===== src/rtl/load_store_unit.sv =====
// load_store_unit: MEM-stage load/store controller driving a 1-cycle registered data memory.
module load_store_unit #(
  parameter int ADDR_W = 8
) (
  input  logic        clk,
  input  logic        rst_n,
  input  logic        req_valid,
  output logic        req_ready,
  input  logic        req_store,
  input  logic [2:0]  req_funct3,
  input  logic [31:0] req_addr,
  input  logic [31:0] req_wdata,
  output logic [31:0] mem_addr,
  output logic        mem_write,
  output logic        mem_read,
  output logic        mem_half,
  output logic        mem_byte,
  output logic [31:0] mem_wdata,
  input  logic [31:0] mem_rdata,
  output logic        resp_valid,
  input  logic        resp_ready,
  output logic [31:0] resp_data,
  output logic        resp_misalign,
  output logic        resp_illegal,
  output logic        resp_fault,
  output logic        busy
);
  typedef enum logic [1:0] {IDLE, ACCESS, CAPTURE, RESP} state_t;
  state_t      state_q, state_d;
  logic        store_q, store_d;
  logic [2:0]  funct3_q, funct3_d;
  logic [31:0] addr_q, addr_d, wdata_q, wdata_d, resp_data_q, resp_data_d;
  logic        misalign_q, misalign_d, illegal_q, illegal_d, fault_q, fault_d;
  logic        illegal, misalign, fault, in_access;
  logic [31:0] ext;
  always_comb begin
    illegal  = req_store ? (req_funct3 >= 3'b011) : (req_funct3 == 3'b011 || req_funct3[2:1] == 2'b11);
    misalign = (req_funct3[1:0] == 2'b01 && req_addr[0]) || (req_funct3[1:0] == 2'b10 && req_addr[1:0] != 2'b00);
    fault    = |req_addr[31:ADDR_W];
    // funct3[2] selects zero extension for BU/HU
    ext = funct3_q[1:0] == 2'b00 ? {{24{~funct3_q[2] & mem_rdata[7]}}, mem_rdata[7:0]} :
          funct3_q[1:0] == 2'b01 ? {{16{~funct3_q[2] & mem_rdata[15]}}, mem_rdata[15:0]} : mem_rdata;
  end
  always_comb begin
    state_d     = state_q;
    store_d     = store_q;
    funct3_d    = funct3_q;
    addr_d      = addr_q;
    wdata_d     = wdata_q;
    resp_data_d = resp_data_q;
    misalign_d  = misalign_q;
    illegal_d   = illegal_q;
    fault_d     = fault_q;
    unique case (state_q)
      IDLE: if (req_valid) begin
        store_d     = req_store;
        funct3_d    = req_funct3;
        addr_d      = req_addr;
        wdata_d     = req_wdata;
        resp_data_d = '0;
        illegal_d   = illegal;
        misalign_d  = misalign;
        fault_d     = fault;
        state_d     = (illegal | misalign | fault) ? RESP : ACCESS;
      end
      ACCESS:  state_d = store_q ? RESP : CAPTURE;
      CAPTURE: begin
        resp_data_d = ext;
        state_d     = RESP;
      end
      RESP:    state_d = resp_ready ? IDLE : RESP;
      default: state_d = IDLE;
    endcase
  end
  always_ff @(posedge clk) begin
    if (!rst_n) begin
      state_q     <= IDLE;
      store_q     <= 1'b0;
      funct3_q    <= '0;
      addr_q      <= '0;
      wdata_q     <= '0;
      resp_data_q <= '0;
      misalign_q  <= 1'b0;
      illegal_q   <= 1'b0;
      fault_q     <= 1'b0;
    end else begin
      state_q     <= state_d;
      store_q     <= store_d;
      funct3_q    <= funct3_d;
      addr_q      <= addr_d;
      wdata_q     <= wdata_d;
      resp_data_q <= resp_data_d;
      misalign_q  <= misalign_d;
      illegal_q   <= illegal_d;
      fault_q     <= fault_d;
    end
  end
  assign in_access     = state_q == ACCESS;
  assign req_ready     = state_q == IDLE;
  assign busy          = state_q != IDLE;
  assign resp_valid    = state_q == RESP;
  assign mem_addr      = addr_q;
  assign mem_wdata     = wdata_q;
  assign mem_write     = in_access & store_q;
  assign mem_read      = in_access & ~store_q;
  assign mem_half      = in_access & (funct3_q[1:0] == 2'b01);
  assign mem_byte      = in_access & (funct3_q[1:0] == 2'b00);
  assign resp_data     = resp_data_q;
  assign resp_misalign = misalign_q;
  assign resp_illegal  = illegal_q;
  assign resp_fault    = fault_q;
endmodule


===== config.mk =====
export PLATFORM = sky130hd
export DESIGN_NAME = load_store_unit
export DESIGN_NICKNAME = d
export VERILOG_FILES = /design/src/rtl/load_store_unit.sv
export SDC_FILE = /design/constraint.sdc
export NUM_CORES = 1
export LEC_CHECK = 0
export CAP_MARGIN = 30
export CORE_MARGIN = 3
export CORE_UTILIZATION = 25
export DETAILED_ROUTE_END_ITERATION = 8
export GPL_ROUTABILITY_DRIVEN = 0
export SLEW_MARGIN = 5
export SYNTH_ARGS = -nofsm -noshare
export SYNTH_HDL_FRONTEND = slang
export SYNTH_SLANG_ARGS = --single-unit

===== constraint.sdc =====
create_clock -name clk -period 1.6 [get_ports clk]
set_clock_uncertainty 0.1 [all_clocks]
set_input_delay 0.32 -clock clk [delete_from_list [all_inputs] [get_ports clk]]
set_output_delay 0.32 -clock clk [all_outputs]
set_load 0.1 [all_outputs]

After elaboration in Yosys (flattened, before gate mapping)
Index checks and enable logic that the tools add are counted.
- bits in latches: 0
- bits of input ports: 104
- bits in registers: 105
- logic and storage cells: 51
- output and inout port bits: 106
- bits in writable memories: 0
- memories kept: 0
- bits in read-only memories: 0
- muxes and demuxes: 10
- order comparisons: 1
- add/subtract/negate cells: 0
- bitwise logic cells: 10
- shift-type cells: 0
- reductions and logical operators: 12
- divide/modulo/power cells: 0
- equality and inequality tests: 9
- $mul: 0
- operator list (kind ; number):
    $mux 32 ; 3
    $pmux 32 s2 ; 1
    $reduce_or 24->1 ; 1
    $eq 2x2->1 const B ; 4
    $pmux 2 s4 ; 1
    $and 1x1->1 ; 6
    $eq 2x1->1 const B ; 3
    $mux 2 ; 3
    $reduce_bool 2->1 ; 3
    $logic_not 2->1 ; 2
    $reduce_and 2->1 ; 2
    $eq 3x2->1 const B ; 1
    $ge 3x2->1 const B ; 1
    $logic_and 1x1->1 ; 2
    $logic_or 1x1->1 ; 2
    $mux 1 ; 2
    $ne 2x2->1 const B ; 1
    $not 1->1 ; 2
    $or 1x1->1 ; 2

Longest topological paths before layout
- word-level depth: 8
- gate-level depth with buffers: 6
- mapped depth without buffers: 4

Worst setup path before layout
OpenSTA, ideal clock, no wires.
- kind: reg-to-reg
- start: register state_q[1]
- end: register state_q[1]
- path slack: -1818 ps
- setup time: 205 ps
- cell stages (with the launch flop): 5
- period minus slack after synthesis: 3418 ps
- buffers on the path: 0
- arrival: 3114 ps
- data required time: 1295 ps
- cells stage by stage: dfxtp_1 -> nor2_1 -> inv_1 -> o211ai_1 -> a31oi_1
- longest elaborated chain between the ends: 2
- elaborated cells between the ends (all ways): 6
- those cells by class: eq/ne: 4; mux: 1; reduce/logical: 1
- RTL lines (item ; RTL line ; text):
    from (decl) ; 29 ; state_t state_q, state_d;
    from (signal assigned) ; 87 ; state_q <= state_d;
    $logic_not 2->1 (*) ; -- ;
    via req_ready ; 8 ; output logic req_ready,
    $pmux 2 s4 or $ne 2x2->1 (tied branches) ; -- ;
Mark *: on every way through the listed nets, which the timed path passes. The rest lies on a longest branch.
A chain may end at the register's enable or synchronous reset.

Worst setup path in the final report
- start: register state_q[0]
- end: output port mem_half
- longest elaborated chain between the ends: 2
- RTL lines (item ; RTL line ; text):
    $eq 2x1->1 ; 98 ; assign in_access = state_q == ACCESS;
    $and 1x1->1 ; 106 ; assign mem_half = in_access & (funct3_q[1:0] == 2'b01);
    to (decl) ; 16 ; output logic mem_half,
Every way passes these cells.

==> out/qor.yml <==
status: "finished, violations left"
violations: "negative setup slack"
seq_area_frac_synth: 0.499
syn_nets: 590
insertion_delay_ns: 0.34
fmax_mhz: 554
hpwl_microns: 11100
regArea_sq_mm: 0.00210
worstSetupPathType: "reg -> out"
ys_async_sr_fraction: 0
relSlewSlack: 0.758
reg2reg_from: "state_q[0]"
via_count: 4384
critPathCaptureType: "primary output"
path_cells: "or2b_4 -> buf_6 -> nor2b_4 -> buf_12"
vdd_drop_max_v: 0.000596
grt_use_total: 0.153
io_pins: 210
firstDrtPassIters: 4
synth_cells: 486
clk_pin_slew_ns: 0.07
power_leakage_uw: 0.00336
rows: 46
hold_path.class: "in -> reg"
syn_area_sq_mm: 0.00421
holdWs_ns: 0.190
start_util: 0.260
drt_iter0_drc: 161
first_global_vias: 4400
cts_buffers: 9
cp_max_fo: 3
drc: 0
max_stage_delay_ns: 0.32
clock_path_buffers: 2
yosysUniqueCellTypes: 34
grt_max_degree: 52
instances_no_fill: 953
vias_per_cell: 4.60
htreeDepth: 3
core-area_sq_mm: 0.0162
area_growth_pct: 110
cp.arrival_ns: 1.38
antenna_left: 0
clockRootBuffer: "clkbuf_16"
worstReg2RegEnd: "mem_wdata[6]"
fp.dieArea_sq_mm: 0.0184
fin_ws_ns: -0.205
synth-edff-count: 0
fp.dieW_microns: 136
avgSynthCellArea_sq_um: 8.66
clock_sinks: 105
setup_viol: 94
post_drt_wl_per_cell_microns: 17.2
finalCritPeriodShare: 1.13
n_antenna_cell: 0
nNetsFinal: 838
worst_path_max_delay_cell: "dfxtp_2"
path_buf_inv: 2
portBuffers: 209
drive_gt1_frac: 0.377
start_kind: "flop"
r2r_cells: 6
place_inst: 911
cts_hold_buf: 0
cap_violations: 0
fillers: 1389
crit_required_ns: 1.18
synth-seq-cells: 105
reg2reg_slack_ns: -0.06
synth_warnings: 0
whs_path_depth: 3
rsz0062_at_grt: "yes"
cts_tree: "yes"
wl_microns: 16400
hold_viol: 0
layout_min_cycle_time_ns: 1.80
multi_input_area_sq_mm: 0.00219
antenna_found_initial: 0
synthFlopType: "dfxtp_1"
hold_path_end: "resp_data[7]"
slew_violations: 0
min-delay-start: "mem_rdata[7]"
critical-path-top-delay-family: "simple AND/OR/NAND/NOR gates"
worst_pin_slew_ns: 0.362
power_density_mw_per_mm2: 1020
grt_first_pass_wirelength_microns: 22300
grt-ovfl-total: 0
dieHeight_microns: 136
-- what timing repair did --
action	CTS	global route
endpoints found under the setup margin	9	87
cloned	0	19
hold endpoints to repair	0	0
pin swaps	4	12
resized for setup	21	120
setup buffers	6	3
-- per-layer routing --
| metal | global-route usage | part of all wire | vias up |
|---|---|---|---|
| met5 | 0 | 0 | - |
| met4 | 0.0426 | 0.016 | 0 |
| met3 | 0.0635 | 0.081 | 17 |
| met2 | 0.280 | 0.54 | 147 |
| met1 | 0.162 | 0.36 | 2109 |
| li1 | - | - | 2111 |
-- synth_stat cells (3+ instances only) --
library cell  number  area [sq um]
inv_1              3          11.3
a21oi_1            4          20.0
clkbuf_1          15          56.3
buf_6              5          56.3
nor2b_1            4          25.0
o21ai_2           10          87.6
buf_2             13          65.1
a21boi_1          12          90.1
nand2_1          172           646
nand2b_1           3          18.8
nand3_1            8          40.0
a21boi_2          10           113
nor2_1             5          18.8
dfxtp_1          105          2100
a21boi_0          78           586
nor4_1             6          37.5
o21ai_0           16          80.1
-- placed cells by master (no fill, tap or decap), drive strengths merged, types with 4 or more instances in the layout --
cell           count
nor2b              4
nor4               6
a21oi              5
a21boi           100
o21ai             26
nand3              8
nand2            172
buf              156
nor2               7
clkdlybuf4s50    100
dfxtp            105
clkbuf            20
-- report_power, final --
part	internal [uW]	switching, uW
clock network	1520	988
logic	1460	2090
registers	2800	204
-- cells by family (layout without fill, tap and decap cells) --
family                 Yosys count  after routing  synth area share
AO/OA/AOI/OAI                  135            135             0.246
XOR/XNOR                         1              1           0.00208
buffers and inverters           37            286            0.0484
flip-flops                     105            105             0.499
AND/OR/NAND/NOR                208            210             0.204
-- worst max-delay path by stage --
stage / cells after the start / from / endpoint / slack (ns)
after floorplan: 4 / state_q[1] / state_q[1] / -0.54
after global placement: 5 / req_addr[31] / state_q[1] / -0.42
after detailed placement: 5 / req_addr[31] / state_q[1] / -0.39
after CTS: 4 / state_q[0] / mem_read / -0.24
after global routing: 4 / state_q[0] / mem_half / -0.26
final: 4 / state_q[0] / mem_half / -0.20
-- area by class of cell --
type / count / share of cell area
timing repair buffer: 269 / 0.446
multi-input combinational: 346 / 0.247
sequential: 105 / 0.238
tap: 216 / 0.0305
clock buffer: 9 / 0.0254
clock inverter: 5 / 0.0120
inverter: 3 / 0.00170
-- per-stage QoR --
step            util  cell area, sq um  setup slack (ns)  TNS (ns)  power (uW)
2_1_floorplan      -              4250            -0.545     -2.21        4820
3_3_place_gp   0.484              7830            -0.424    -23.27        6190
3_5_place_dp   0.484              7830            -0.389    -26.55        6240
4_1_cts        0.510              8240            -0.243     -1.15        8810
5_1_grt        0.548              8860            -0.261     -9.84        9420
6_report       0.548              8860            -0.205     -4.19        9060
-- sequential cells by signal (all words and copies together) (netlist names) --
name,count
resp_data,32
store_q,1
mem_wdata,32
resp_fault,1
funct3_q,3
resp_misalign,1
state_q,2
mem_addr,32
resp_illegal,1
-- worst min-delay path: stages --
cell and delay (ns):
dlymetal6s2s_1 0.14, nand2_1 0.07, a21boi_1 0.05
(Power assumes the default switching activity.)
